--- src/rtl/pipe_skid.sv ---
// Two-entry valid/ready register slice (main + skid) with an optional stall counter.
// Define PIPE_SKID_STALL_CNT_EN to build the stall counter; otherwise stall_cnt reads 0.
module pipe_skid #(
  parameter int unsigned    DW     = 32,
  parameter logic [DW-1:0]  RST_VL = {DW{1'b0}},
  parameter int unsigned    CW     = 16
) (
  input  logic          clk,
  input  logic          rst_n,
  input  logic          in_vld,
  output logic          in_rdy,
  input  logic [DW-1:0] in_dat,
  output logic          out_vld,
  input  logic          out_rdy,
  output logic [DW-1:0] out_dat,
  output logic [CW-1:0] stall_cnt,
  input  logic          stall_clr
);

  typedef enum logic [1:0] {
    EMPTY = 2'd0,
    ONE   = 2'd1,
    FULL  = 2'd2
  } state_t;

  state_t        state_r;
  state_t        state_nx_s;
  logic          in_rdy_r;
  logic          out_vld_r;
  logic [DW-1:0] main_r;
  logic [DW-1:0] skid_r;
  logic          in_fire_s;
  logic          load_main_s;
  logic          load_skid_s;
  logic          skid_to_main_s;

  // Only a beat presented while in_rdy is high is a real transfer.
  assign in_fire_s = in_vld & in_rdy_r;

  // Next-state and register-load decode.
  always_comb begin
    state_nx_s     = state_r;
    load_main_s    = 1'b0;
    load_skid_s    = 1'b0;
    skid_to_main_s = 1'b0;
    case (state_r)
      EMPTY: begin
        if (in_fire_s) begin
          load_main_s = 1'b1;
          state_nx_s  = ONE;
        end else begin
          state_nx_s  = EMPTY;
        end
      end
      ONE: begin
        if (in_fire_s && out_rdy) begin
          load_main_s = 1'b1;
          state_nx_s  = ONE;
        end else if (in_fire_s) begin
          load_skid_s = 1'b1;
          state_nx_s  = FULL;
        end else if (out_rdy) begin
          state_nx_s  = EMPTY;
        end else begin
          state_nx_s  = ONE;
        end
      end
      FULL: begin
        if (out_rdy) begin
          skid_to_main_s = 1'b1;
          state_nx_s     = ONE;
        end else begin
          state_nx_s     = FULL;
        end
      end
      default: begin
        state_nx_s = EMPTY;
      end
    endcase
  end

  // State and handshake flags; both flags are registered decodes of the next state.
  always_ff @(posedge clk or negedge rst_n) begin
    if (!rst_n) begin
      state_r   <= EMPTY;
      in_rdy_r  <= 1'b0;
      out_vld_r <= 1'b0;
    end else begin
      state_r   <= state_nx_s;
      in_rdy_r  <= (state_nx_s != FULL);
      out_vld_r <= (state_nx_s != EMPTY);
    end
  end

  // Main register feeds out_dat; it holds whenever nothing loads it.
  always_ff @(posedge clk or negedge rst_n) begin
    if (!rst_n) begin
      main_r <= RST_VL;
    end else if (load_main_s) begin
      main_r <= in_dat;
    end else if (skid_to_main_s) begin
      main_r <= skid_r;
    end
  end

  // Skid register catches the beat accepted while the output is stalled.
  always_ff @(posedge clk or negedge rst_n) begin
    if (!rst_n) begin
      skid_r <= RST_VL;
    end else if (load_skid_s) begin
      skid_r <= in_dat;
    end
  end

  assign in_rdy  = in_rdy_r;
  assign out_vld = out_vld_r;
  assign out_dat = main_r;

`ifdef PIPE_SKID_STALL_CNT_EN
  logic [CW-1:0] stall_cnt_r;

  // Saturating stall counter; clear wins over a simultaneous stall.
  always_ff @(posedge clk or negedge rst_n) begin
    if (!rst_n) begin
      stall_cnt_r <= {CW{1'b0}};
    end else if (stall_clr) begin
      stall_cnt_r <= {CW{1'b0}};
    end else if (out_vld_r && !out_rdy && (stall_cnt_r != {CW{1'b1}})) begin
      stall_cnt_r <= stall_cnt_r + {{(CW-1){1'b0}}, 1'b1};
    end
  end

  assign stall_cnt = stall_cnt_r;
`else
  logic unused_stall_clr_s;

  assign unused_stall_clr_s = stall_clr;
  assign stall_cnt          = {CW{1'b0}};
`endif

endmodule

--- config.mk ---
export PLATFORM = sky130hd
export DESIGN_NAME = pipe_skid
export DESIGN_NICKNAME = d
export VERILOG_FILES = /design/src/rtl/pipe_skid.sv
export SDC_FILE = /design/constraint.sdc
export NUM_CORES = 1
export LEC_CHECK = 0
export BUFFER_PORTS_ARGS = -buffer_cell sky130_fd_sc_hd__buf_2
export CAP_MARGIN = 20
export CORE_MARGIN = 2
export CORE_UTILIZATION = 52
export DETAILED_ROUTE_END_ITERATION = 6
export PLACE_DENSITY = 0.85
export SLEW_MARGIN = 20
export SYNTH_ARGS = -nofsm -noshare
export SYNTH_HDL_FRONTEND = slang
export SYNTH_SLANG_ARGS = --single-unit
--- constraint.sdc ---
create_clock -name clk -period 2.1 [get_ports clk]
set_input_delay 0.21 -clock clk [delete_from_list [all_inputs] [get_ports clk]]
set_output_delay 0.21 -clock clk [all_outputs]
set_load 0.02 [all_outputs]
======== Yosys cells after proc, flatten, opt, wreduce, memory -nomap -nowiden ========
Cells that the tools add are included.
W data, S select, Z words.
storage, ports and cells
  register bits ........................... 68
  input bits .............................. 37
  output and inout port bits .............. 50
  logic and storage cells ................. 28
operators by class
  equality and inequality tests ........... 3
  muxes and demuxes ....................... 15
  bitwise operators ....................... 1
  reductions and logical operators ........ 4
operators with widths
  operator              number
  $mux W32              2
  $mux W1               8
  $mux W2               3
  $pmux W2 S3           1
  $reduce_bool A2 Y1    2
  $eq A2 B1 Y1 const B  1
  $eq A2 B2 Y1 const B  1
  $logic_not A2 Y1      1
  $ne A2 B2 Y1 const B  1
  $pmux W1 S2           1
  $and A1 B1 Y1         1
  $logic_and A1 B1 Y1   1

======== Depth between registers and ports, before layout ========
  depth in word-level cells ............... 5
  gate-level depth with buffers ........... 6
  gate-level depth less buffers ........... 5

======== Worst setup path before layout ========
OpenSTA, ideal clock, no wires.
  path kind ............................... flip-flop to flip-flop
  start point ............................. register in_rdy_r, in the netlist in_rdy
  end point ............................... register main_r[0], in the netlist out_dat[0]
  library setup time ...................... 125 ps
  data arrival time ....................... 1588 ps
  required time ........................... 1975 ps
  slack ................................... 387 ps
  cell stages (with the launch flop) ...... 7
  buffers on the path ..................... 1
  clock period less this slack ............ 1713 ps
  path through ............................ dfrtp_1 and2_1 ha_1 nand2_1 a21o_1 buf_2 mux2_2
between the ends
  longest elaborated chain between the ends .. 5
  elaborated cells between the ends (all ways) .. 7
  classes of those cells .................. mux: 4; bitwise: 1; reduce/logical: 2
ends and longest elaborated chain
  what                                            line  RTL
  start, declared                                 28    logic in_rdy_r;
  start signal, assigned                          90    in_rdy_r <= (state_nx_s != FULL);
  $and A1 B1 Y1 (*)                               38    assign in_fire_s = in_vld & in_rdy_r;
  $logic_and A1 B1 Y1                             56    if (in_fire_s && out_rdy) begin
  $mux W1                                         56
  $pmux W1 S2 (*)                                 46    case (state_r)
  $mux W32 or $reduce_bool A2 Y1 (tied branches)  -
  end signal, assigned                            100   main_r <= in_dat;
  end signal, assigned                            102   main_r <= skid_r;
  end, declared                                   30    logic [DW-1:0] main_r;
Every way passes the cells marked *; elsewhere a longest branch is shown, timed or not.
A chain may end at the register's enable or synchronous reset.

======== Final worst setup path ========
  start point ............................. register in_rdy_r, in the netlist in_rdy
  end point ............................... register main_r[22], in the netlist out_dat[22]
Same word-level chain as after synthesis.

==> impl_metrics.env <==
export IMPL_status="finished, final reports clean"
export IMPL_worstPathArrival_ps=2040
export IMPL_post_cts_resized=0
export IMPL_cts_num_sinks=68
export IMPL_p_per_area_nw_per_um2=1530
export IMPL_start_util=0.543
export IMPL_ys_warn_count=0
export IMPL_portBuffers=69
export IMPL_synth_avg_cell_area_sq_um=15.5
export IMPL_nets=326
export IMPL_rsz0062_at_grt="no"
export IMPL_crit_required_ps=2310
export IMPL_cts_made_buffers=9
export IMPL_detail_route_wirelength_um=5690
export IMPL_areaGrowthSynthToFinish_pct=17.7
export IMPL_num_vias=1861
export IMPL_wire_per_inst_um=15.6
export IMPL_first_pass_iters=4
export IMPL_cts_root_buffer="clkbuf_8"
export IMPL_ir_worst_vdd_v=0.000739
export IMPL_crit_buf_inv=1
export IMPL_netlist_area_sq_um=3250
export IMPL_layout_common_cells="buf_2, dfrtp_1, mux2_2, mux2_4, conb_1"
export IMPL_io_pins=87
export IMPL_worstSkewPairLatency_ps=320
export IMPL_fillers=463
export IMPL_setup_viol=0
export IMPL_fin_crit_ps=1840
export IMPL_num_rows=28
export IMPL_hold_class="in2reg"
export IMPL_synth_seq_cells=68
export IMPL_cts_tree="done"
export IMPL_ant_nets=0
export IMPL_yosysSeqAreaShare=0.523
export IMPL_dr_first_iter_drc_count=51
export IMPL_drive_above_1_share=0.647
export IMPL_hold_viol=0
export IMPL_cts_reportedPaths_clkPinSlew_ps=70
export IMPL_dieArea_sq_um=6900
export IMPL_ys_types=22
export IMPL_cts_max_level=3
export IMPL_post_cts_repair_setup_buffers=0
export IMPL_p_leak_nw=1.92
export IMPL_hpwl_um=4020
export IMPL_grt_pass1_vias=2069
export IMPL_die_w_um=83.1
export IMPL_worstMarginPinSlew_ps=652
export IMPL_drv_slew=0
export IMPL_grt_max_degree=43
export IMPL_antenna_found_initial=0
export IMPL_whs_ps=126
export IMPL_path_class="reg2reg"
export IMPL_cpPeakStageDelay_ps=390
export IMPL_startpoint_type="register"
export IMPL_fmax_mhz=544
export IMPL_drt_vias_per_instance=5.11
export IMPL_cp_cell_sequence="and2_1, ha_1, nand2_1, a21o_1, buf_12, mux2_2"
export IMPL_crit_family="flip-flops"
export IMPL_setup_tns_ps=0
export IMPL_num_antenna_cells=0
export IMPL_fin_crit_sh=0.876
export IMPL_fin_skew_ps=7.64
export IMPL_grt_overflow=0
export IMPL_die_h_um=83.1
export IMPL_clock_path_buffers=2
export IMPL_cpMaxStageDelayCell="dfrtp_1"
export IMPL_grtUsageTotal=0.177
export IMPL_worst_path_max_fanout=16
export IMPL_cp_end_kind="register"
export IMPL_coreArea_sq_um=5990
export IMPL_maxSlewHeadroom=0.565
export IMPL_syn_inst=210
export IMPL_grt_first_pass_wirelength_um=9760
export IMPL_drv_cap=0
export IMPL_mostFrequentLayoutCell="buf_2"
export IMPL_gp_congestion=0.718
export IMPL_route_detailed_drc=0
-- metal layers --
| metal | share of wire | GRT usage | vias up |
|---|---|---|---|
| met2 | 0.52 | 0.311 | 57 |
| met4 | 0.022 | 0.0849 | 0 |
| met5 | 0 | 0 | - |
| li1 | - | - | 859 |
| met3 | 0.044 | 0.0398 | 9 |
| met1 | 0.42 | 0.204 | 936 |
-- synthesized netlist by cell type (all sizes together) --
cell,number,area share
mux2,96,0.37
dfrtp,68,0.52
buf,26,0.065
nand2,4,0.0054
nand3b,3,0.011
ha,2,0.0077
a21o,1,0.0023
a21oi,1,0.0015
and2,1,0.0019
conb,1,0.0012
inv,1,0.0012
mux2i,1,0.0031
nor2b,1,0.0019
nor3,1,0.0015
o21a,1,0.0023
o21ai,1,0.0015
o21bai,1,0.0023
-- cells by family (layout without fill, tap and decap cells) --
kind of cell,Yosys count,count (layout),share of synthesized area
multiplexers,97,97,0.370
flip-flops,68,68,0.523
buffers and inverters,27,91,0.0658
AND/OR/NAND/NOR,10,10,0.0216
AO/OA/AOI/OAI,5,5,0.0100
adder cells (fa/ha/maj),2,2,0.00770
other,1,16,0.00115
-- where the power goes --
group          total (W)  internal [W]  switching, W  leakage (nW)
Sequential       0.00233       0.00197      0.000353         0.804
Combinational    0.00255       0.00144       0.00110          1.03
Clock           0.000996      0.000557      0.000439        0.0939
-- cell type report --
class                   instances  area [sq um]  share of cell area
clock inverters                 3          40.0              0.0105
multi-input cells             130          1390               0.364
inverters                       1          3.75            0.000981
flip-flops and latches         68          1700               0.445
repair buffers                 77           458               0.120
clock buffers                  10           138              0.0360
well taps                      75          93.8              0.0245
-- flip-flops by register name, summed over array words and instances (netlist names) --
register  flops
in_rdy        1
out_dat      32
out_vld       1
skid_r       32
state_r       2
-- through the flow --
step / total power, W / worst slack (ps) / util / instance area, sq um / cells
finish: 0.00587 / 261 / 0.639 / 3830 / 364
global route: 0.00624 / 163 / 0.639 / 3830 / 364
CTS: 0.00596 / 244 / 0.639 / 3830 / 364
detailed placement: 0.00493 / 257 / 0.607 / 3640 / 350
global placement: 0.00478 / 299 / 0.607 / 3640 / 350
floorplan: 0.00422 / 387 / - / 3310 / 225
-- repair_timing --
item | CTS | global route
setup endpoints to repair | 0 | 0
hold buffers | 1 | 0
hold endpoints to repair | 26 | 0
-- path summary, 6_finish.rpt --
path	startpoint	to	slack, ps	depth (start not counted)
worst max-delay path	in_rdy$_DFF_PN0_	out_dat[22]$_DFFE_PN0P_	260	6
max in group asynchronous	rst_n	out_dat[12]$_DFFE_PN0P_	980	3
worst min register to register	skid_r[3]$_DFFE_PN0P_	skid_r[3]$_DFFE_PN0P_	500	1
worst min-delay path	in_dat[27]	out_dat[27]$_DFFE_PN0P_	130	2
worst max register to register	in_rdy$_DFF_PN0_	out_dat[22]$_DFFE_PN0P_	260	6
min in group asynchronous	rst_n	skid_r[30]$_DFFE_PN0P_	450	2
Power figures use the tool's default switching activity.
